## src/rtl/ssd_scan_driver.sv

```systemverilog
`default_nettype none
// ----------------------------------------------------------------------------
// ssd_scan_driver: multiplexed seven-segment driver, frame-aligned load; the
// LEADING_ZERO_BLANK_EN macro enables leading-zero suppression.  Rev 1.0
// ----------------------------------------------------------------------------
module ssd_scan_driver #(
  parameter int NUM_DIGITS  = 4,
  parameter int CLK_DIV     = 50000,
  parameter int DEAD_CYCLES = 0
) (
  input  logic                    clk,
  input  logic                    rst,
  input  logic                    load_valid,
  output logic                    load_ready,
  input  logic [4*NUM_DIGITS-1:0] load_data,
  input  logic [NUM_DIGITS-1:0]   load_dp,
  output logic [NUM_DIGITS-1:0]   an,
  output logic [6:0]              seg,
  output logic                    dp,
  output logic                    frame_start
);

  localparam int PW = $clog2(CLK_DIV);
  localparam int IW = (NUM_DIGITS > 2) ? $clog2(NUM_DIGITS) : 1;
  localparam logic [PW-1:0] PRE_LAST = PW'(CLK_DIV - 1);
  localparam logic [IW-1:0] IDX_LAST = IW'(NUM_DIGITS - 1);

  logic [PW-1:0]           prescaler_q, prescaler_d;
  logic [IW-1:0]           index_q, index_d;
  logic [4*NUM_DIGITS-1:0] disp_q, disp_d, pend_q, pend_d;
  logic [NUM_DIGITS-1:0]   dpreg_q, dpreg_d, pend_dp_q, pend_dp_d;
  logic                    pend_full_q, pend_full_d;
  logic [NUM_DIGITS-1:0]   an_q, an_d;
  logic [6:0]              seg_q, seg_d;
  logic                    dp_q, dp_d;
  logic                    frame_start_q, frame_start_d;

  logic                    tick, wrap, xfer, lit_window;
  logic [NUM_DIGITS-1:0]   blank;
  logic [3:0]              cur_nib;
  logic                    cur_dp, cur_blank;

  function automatic logic [6:0] hex_to_seg(input logic [3:0] v);
    case (v)
      4'h0: hex_to_seg = 7'b1000000;
      4'h1: hex_to_seg = 7'b1111001;
      4'h2: hex_to_seg = 7'b0100100;
      4'h3: hex_to_seg = 7'b0110000;
      4'h4: hex_to_seg = 7'b0011001;
      4'h5: hex_to_seg = 7'b0010010;
      4'h6: hex_to_seg = 7'b0000010;
      4'h7: hex_to_seg = 7'b1111000;
      4'h8: hex_to_seg = 7'b0000000;
      4'h9: hex_to_seg = 7'b0010000;
      4'hA: hex_to_seg = 7'b0001000;
      4'hB: hex_to_seg = 7'b0000011;
      4'hC: hex_to_seg = 7'b1000110;
      4'hD: hex_to_seg = 7'b0100001;
      4'hE: hex_to_seg = 7'b0000110;
      default: hex_to_seg = 7'b0001110;
    endcase
  endfunction

  assign tick       = (prescaler_q == PRE_LAST);
  assign wrap       = tick && (index_q == IDX_LAST);
  assign load_ready = ~rst & ~pend_full_q;
  assign xfer       = load_valid & load_ready;

  generate
    if (DEAD_CYCLES == 0) begin : g_no_dead
      assign lit_window = 1'b1;
    end else begin : g_dead
      localparam logic [PW-1:0] DEAD_P = PW'(DEAD_CYCLES);
      assign lit_window = (prescaler_q >= DEAD_P);
    end
  endgenerate

`ifdef LEADING_ZERO_BLANK_EN
  // Walk down from the top digit; a digit stays blank while everything above is a dp-less zero.
  always_comb begin : blank_comb
    logic zero_above;
    zero_above = 1'b1;
    blank      = '0;
    for (int k = NUM_DIGITS - 1; k > 0; k--) begin
      zero_above = zero_above & (disp_q[4*k +: 4] == 4'h0) & ~dpreg_q[k];
      blank[k]   = zero_above;
    end
  end
`else
  assign blank = '0;
`endif

  always_comb begin
    prescaler_d = tick ? '0 : prescaler_q + 1'b1;
    index_d     = index_q;
    if (tick) index_d = wrap ? '0 : index_q + 1'b1;
    disp_d      = disp_q;
    dpreg_d     = dpreg_q;
    pend_d      = pend_q;
    pend_dp_d   = pend_dp_q;
    pend_full_d = pend_full_q;
    // Display regs only move on the frame wrap, so a frame is never torn.
    if (wrap && pend_full_q) begin
      disp_d      = pend_q;
      dpreg_d     = pend_dp_q;
      pend_full_d = 1'b0;
    end
    if (xfer) begin
      pend_d      = load_data;
      pend_dp_d   = load_dp;
      pend_full_d = 1'b1;
    end
  end

  always_comb begin
    cur_nib   = 4'h0;
    cur_dp    = 1'b0;
    cur_blank = 1'b0;
    an_d      = '1;
    for (int k = 0; k < NUM_DIGITS; k++) begin
      if (index_q == IW'(k)) begin
        cur_nib   = disp_q[4*k +: 4];
        cur_dp    = dpreg_q[k];
        cur_blank = blank[k];
        an_d[k]   = ~(lit_window & ~blank[k]);
      end
    end
    seg_d         = hex_to_seg(cur_nib);
    dp_d          = ~(cur_dp & lit_window & ~cur_blank);
    frame_start_d = (index_q == '0) && (prescaler_q == '0);
  end

  always_ff @(posedge clk) begin
    if (rst) begin
      prescaler_q   <= '0;
      index_q       <= '0;
      disp_q        <= '0;
      dpreg_q       <= '0;
      pend_q        <= '0;
      pend_dp_q     <= '0;
      pend_full_q   <= 1'b0;
      an_q          <= '1;
      seg_q         <= 7'h7F;
      dp_q          <= 1'b1;
      frame_start_q <= 1'b0;
    end else begin
      prescaler_q   <= prescaler_d;
      index_q       <= index_d;
      disp_q        <= disp_d;
      dpreg_q       <= dpreg_d;
      pend_q        <= pend_d;
      pend_dp_q     <= pend_dp_d;
      pend_full_q   <= pend_full_d;
      an_q          <= an_d;
      seg_q         <= seg_d;
      dp_q          <= dp_d;
      frame_start_q <= frame_start_d;
    end
  end

  assign an          = an_q;
  assign seg         = seg_q;
  assign dp          = dp_q;
  assign frame_start = frame_start_q;

endmodule
`default_nettype wire

```

## config.mk

```make
export PLATFORM = sky130hd
export DESIGN_NAME = ssd_scan_driver
export DESIGN_NICKNAME = d
export VERILOG_FILES = /design/src/rtl/ssd_scan_driver.sv
export SDC_FILE = /design/constraint.sdc
export NUM_CORES = 1
export LEC_CHECK = 0
export CAP_MARGIN = 20
export CORE_MARGIN = 2
export CORE_UTILIZATION = 40
export CTS_CLUSTER_DIAMETER = 80
export DETAILED_ROUTE_END_ITERATION = 8
export HOLD_SLACK_MARGIN = 0.05
export SLEW_MARGIN = 15
export SYNTH_ARGS = -nofsm -noshare
export SYNTH_HDL_FRONTEND = slang
export SYNTH_SLANG_ARGS = --single-unit
export TNS_END_PERCENT = 30
```

## constraint.sdc

```tcl
create_clock -name clk -period 2.72 [get_ports clk]
set_input_delay 0.408 -clock clk [delete_from_list [all_inputs] [get_ports clk]]
set_output_delay 0.408 -clock clk [all_outputs]
set_load 0.02 [all_outputs]
```

==> results.toml, run 1 <==
[synthesis]
synth_fp_nets = 414
seq_area_frac_synth_pct = 45.55
synth_edf_count = 0
yosysTopAreaCellShare_pct = 45.55
ys_ff_latch = 72
synthTopCellsByArea = "dfxtp_1, o21ai_0, nand2_1, nand4_1, ha_1"
synth.avg_cell_area_sq_um = 8.349
yosysTopAreaCell = "dfxtp_1"
syn_inst = 379
synthDistinctLibCells = 41
async_reset_ff_share_pct = 0
synth_flop_cell = "dfxtp_1"
syn_area_sq_um = 3164
ys.warnings.count = 0

[detailed_routing]
ant_nets = 0
firstDrtPassIters = 4
wl_um = 6997
via_per_inst = 5.308
post_drt_wl_per_cell_um = 13.64
drt_iter0_markers = 125
vias = 2723
drcViolationCount = 0

[placement]
io_buffers = 36
place.detailed.hpwl_um = 4824
dpl.cell_count = 496
gp_congestion = 0.8826

[floorplan]
core.rowCount = 32
start_util_pct = 41.16
pin_count = 37
design.core.area_sq_um = 7687
dieWidth_um = 92.94
die_height_um = 92.94
fp.dieArea_sq_um = 8638

[power_and_ir_drop]
leakage_nw = 1.391
power_density_nw_per_um2 = 575.4
comb_power_share_pct = 5.5
p_int_w = 0.001753
clkPwrFrac_pct = 44.8
switching_share_pct = 21.22
p_seq_share_pct = 49.6
p_switching_w = 0.0004722
ir_drop_uv = 287.1

[worst_setup_path]
cp_max_fo = 11
startpoint_type = "flip-flop"
cp-end-kind = "flip-flop"
cp.arrival_ps = 2740
worstSetupPathType = "flip-flop to flip-flop"
worstPathRequired_ps = 2950

[clocking]
cts_made_buffers = 9
clk_latency_ps = 340
clk_pin_slew_ps = 70
cts_tree = "built"
h-tree-depth = 3
clock_sinks = 72
cts.path.max_buffers = 2
clock-root-buffer = "clkbuf_8"

[finish]
final_cells = 513
drive_gt1_share_pct = 7.786
nets = 442
antenna_cells = 0
n_fill_cell = 750
seqCellArea_sq_um = 1441
multi_input_area_sq_um = 1573
synthToLayoutAreaGrowth_pct = 22.22

[sta]
setup_violations = 0
maxSlewHeadroom_pct = 53.04
finalSetupTns_ps = 0
rsz0062_at_grt = "false"
period_needed_ps = 2512
min_period_over_period_pct = 92.34
worstMarginPinSlew_ps = 704.4
drv_slew = 0
fin_skew_ps = 4.785
hold_viol = 0
fmax_mhz = 398.2

[global_routing]
first_global_vias = 2419
grt_antenna_before_repair = 0
overflow = 0
grt_pass1_wl_um = 11900
grt_max_degree = 33
grt_usage_pct = 17.26

[worst_hold_path]
hp-class = "flip-flop to flip-flop"

[run]
max_cap_viol_count = 0

[status]
outcome = "finished clean"
-- power by group through the flow --
stage	logic, W	registers (W)	clock network, W
5_1_grt	0.000139	0.00111	0.00106
2_1_floorplan	0.0000532	0.00113	0
4_1_cts	0.000124	0.00110	0.00102
3_5_place_dp	0.000124	0.00113	0
6_report	0.000123	0.00110	0.000998
3_3_place_gp	0.000123	0.00113	0
-- flip-flops by register name, summed over array words and instances, names as in the netlist, 2 cells and up --
register / count
an: 4
prescaler_q: 16
pend_dp_q: 4
pend_q: 16
disp_q: 16
dpreg_q: 4
index_q: 2
seg: 7
-- path summary, 6_finish.rpt --
kind	depth (start not counted)	start	slack [ps]	to
worst max-delay path	9	index_q[0]	210	seg[5]
worst min-delay path	2	pend_q[6]	460	pend_q[6]
worst max register to register	9	index_q[0]	210	seg[5]
worst min register to register	2	pend_q[6]	460	pend_q[6]
-- worst max-delay path, cell delays in order (launching register included) --
cell	delay, ps
dfxtp_1	410
inv_1	90
ha_1	330
a211oi_1	280
a211o_1	300
inv_1	120
ha_1	230
and3_1	180
a22o_1	180
a221o_1	280
-- cell usage after synthesis, drive strengths merged, types with 3 or more instances --
master	instances
nand3	8
dfxtp	72
xnor2	10
xor2	3
a221o	3
and3b	3
nand4	25
o21ai	43
clkbuf	27
nand3b	3
nor4	3
a211o	4
or3	4
a211oi	5
inv	12
nor3	7
nor2b	4
or4	3
and3	4
a21oi	24
nand2	53
nor3b	3
nor2	22
ha	12
-- kinds of logic (layout without fill, tap and decap cells) --
logic type	count (synthesis)	count (layout)	synth area share, %
multiplexers	2	2	0.6722
AND/OR/NAND/NOR	150	150	23.96
buffers and inverters	41	73	4.982
adder cells (fa/ha/maj)	12	12	4.745
AO/OA/AOI/OAI	89	89	16.49
XOR/XNOR	13	13	3.598
flip-flops	72	72	45.55
-- cells in the final DEF, fill, tap and decap left out, drive strengths merged, types with 2 or more instances in the layout --
cell	netlist	layout
dfxtp	72	72
nand2	53	53
o21ai	43	43
clkdlybuf4s50	0	36
nand4	25	25
a21oi	24	24
nor2	22	22
inv	12	12
ha	12	12
xnor2	10	10
buf	2	10
clkbuf	27	9
nand3	8	8
nor3	7	7
a211oi	5	5
nor2b	4	4
a211o	4	4
or3	4	4
and3	4	4
nand3b	3	3
nor3b	3	3
or4	3	3
and3b	3	3
a221o	3	3
nor4	3	3
xor2	3	3
bufinv	0	3
clkinv	0	3
and2	2	2
or3b	2	2
or2	2	2
a22o	2	2
a221oi	2	2
-- area by class of cell --
class                           instances  area share (%)
Multi-Input combinational cell        266           40.67
Sequential cell                        72           37.27
Timing Repair Buffer                   46           11.58
Tap cell                              102           3.300
Clock buffer                            9           3.203
Clock inverter                          6           2.815
Inverter                               12           1.165
-- layer usage --
metal | global-route usage, % | routed length (um)
met1 | 25.49 | 3651
met2 | 24.76 | 2884
met3 | 4.068 | 392
met4 | 5.270 | 68
met5 | 0 | 0
-- through the flow --
step           power (W)  area, sq um  hold slack, ps  utilization (%)  setup slack [ps]
3_5_place_dp    0.001253         3617           456.0            47.05             204.0
4_1_cts         0.002247         3850           468.3            50.08             188.6
2_1_floorplan   0.001185         3164           436.3                -             407.6
5_1_grt         0.002309         3867           482.0            50.31             3.062
3_3_place_gp    0.001252         3617           448.8            47.05             300.5
6_report        0.002225         3867           463.4            50.31             208.4
-- what timing repair did --
item | CTS | global route
endpoints found under the setup margin | 0 | 4
endpoints found under the hold margin | 0 | 0
setup buffers | 0 | 2
hold buffers | 0 | 0
resized for setup | 0 | 1
Note: power is estimated with default switching activity, not from simulation.
==> run 2, diff against run 1 <==
ABC_CLOCK_PERIOD_IN_PS = 2720   (was not set)
==> results of run 2 <==
The final DEF is identical to that of run 1; final timing and power are the same.
==> run 3, diff against run 2 <==
MAX_ROUTING_LAYER = met4   (was not set)
==> run 3 against run 2 <==
Final cell count is the same. Routed wire length grew 0.30%. Non-clock buffer count is the same. Critical path type unchanged.
==> results.toml, run 3 (same netlist as run 1, synthesis figures left out) <==
[detailed_routing]
ant_nets = 0
drt_iter0_markers = 130
vias = 2720
drcViolationCount = 0
via_per_inst = 5.302
post_drt_wl_per_cell_um = 13.68
firstDrtPassIters = 4
wl_um = 7018

[sta]
rsz0062_at_grt = "false"
setup_violations = 0
period_needed_ps = 2504
min_period_over_period_pct = 92.05
fin_skew_ps = 7.518
finalSetupTns_ps = 0
holdWs_ps = 463.7
drv_slew = 0
worst_slack_ps = 216.1
worstMarginPinSlew_ps = 702.3
hold_viol = 0
maxSlewHeadroom_pct = 53.18
fmax_mhz = 399.4

[finish]
nets = 442
multi_input_area_sq_um = 1573
layout_common_cells = "dfxtp_1, nand2_1, o21ai_0"
antenna_cells = 0
drive_gt1_share_pct = 7.786
synthToLayoutAreaGrowth_pct = 22.22
seqCellArea_sq_um = 1441
n_fill_cell = 750
top_regs = "disp_q (16), pend_q (16), prescaler_q (16)"
layout_commonest_cell = "dfxtp_1"

[floorplan]
core.rowCount = 32
die_height_um = 92.94
fp.dieArea_sq_um = 8638
start_util_pct = 41.16
dieWidth_um = 92.94
pin_count = 37
design.core.area_sq_um = 7687

[clocking]
postCtsHoldBufs = 0
cts_made_buffers = 9
h-tree-depth = 3
clk_latency_ps = 340
cts_tree = "built"
clock_sinks = 72
clock-root-buffer = "clkbuf_8"
clk_pin_slew_ps = 70
cts.path.max_buffers = 2

[power_and_ir_drop]
p_seq_share_pct = 49.6
comb_power_share_pct = 5.5
switching_share_pct = 21.33
p_int_w = 0.001753
power_density_nw_per_um2 = 576.2
ir_drop_uv = 288.3
p_switching_w = 0.0004752
clkPwrFrac_pct = 44.9
leakage_nw = 1.391

[worst_setup_path]
max_stage_delay_ps = 410
cp_num_buf_inv = 2
startpoint_type = "flip-flop"
worstSetupPathType = "flip-flop to flip-flop"
crit_chain = "inv_1 -> ha_1 -> a211oi_1 -> a211o_1 -> inv_1 -> ha_1 -> and3_1 -> a22o_1 -> a221o_1"
worstPathRequired_ps = 2950
slowest_stage = "dfxtp_1"
cp_max_fo = 11
cp_top_family = "compound AO/OA/AOI/OAI gates"
cp-end-kind = "flip-flop"
cp.arrival_ps = 2740

[worst_hold_path]
hp-class = "flip-flop to flip-flop"

[placement]
place.detailed.hpwl_um = 4824
post-place-ws_ps = 204.0
io_buffers = 36
gp_congestion = 0.8974

[global_routing]
first_global_vias = 2418
grt_usage_pct = 17.75
grt_antenna_before_repair = 0
overflow = 0
grt_max_degree = 33
grt_pass1_wl_um = 11890

[run]
max_cap_viol_count = 0

[status]
outcome = "finished clean"
## run 3: power groups by stage
stage | clock network [W] | logic (W) | registers, W
floorplan | 0 | 0.0000532 | 0.00113
global placement | 0 | 0.000123 | 0.00113
detailed placement | 0 | 0.000124 | 0.00113
CTS | 0.00102 | 0.000124 | 0.00110
global route | 0.00106 | 0.000138 | 0.00111
finish | 0.00100 | 0.000123 | 0.00110
## run 3: routing by layer
layer,track usage [%],up-vias,routed length [um]
li1,-,1392,-
met1,25.44,1256,3751
met2,24.70,64,2891
met3,4.312,8,314
met4,5.270,0,61
met5,-,-,0
## run 3: final timing paths
check	to	slack [ps]	cells after the start	from
hold / removal	pend_q[6]	460	2	pend_q[6]
setup reg to reg	seg[5]	220	9	index_q[0]
setup / recovery	seg[5]	220	9	index_q[0]
hold reg to reg	pend_q[6]	460	2	pend_q[6]
## run 3: layout make-up
class	count	share of cell area (%)
Multi-Input combinational cell	266	40.67
Sequential cell	72	37.27
Tap cell	102	3.300
Timing Repair Buffer	46	11.58
Inverter	12	1.165
Clock buffer	9	3.203
Clock inverter	6	2.815
## run 3: through the flow
stage	cell area (sq um)	total power, W	cells	util [%]
floorplan	3164	0.001185	379	-
global placement	3617	0.001252	496	47.05
detailed placement	3617	0.001253	496	47.05
CTS	3850	0.002247	511	50.08
global route	3867	0.002311	513	50.31
finish	3867	0.002228	513	50.31
## run 3: repair_timing
action                     4_1_cts  5_1_grt
setup endpoints to repair        0        4
setup buffers                    0        2
resized for setup                0        1
## run 3: tightest hold or removal path: stages, from the launching register on
cell and delay, ps:
dfxtp_1 320, nand2_1 50, o21ai_0 50
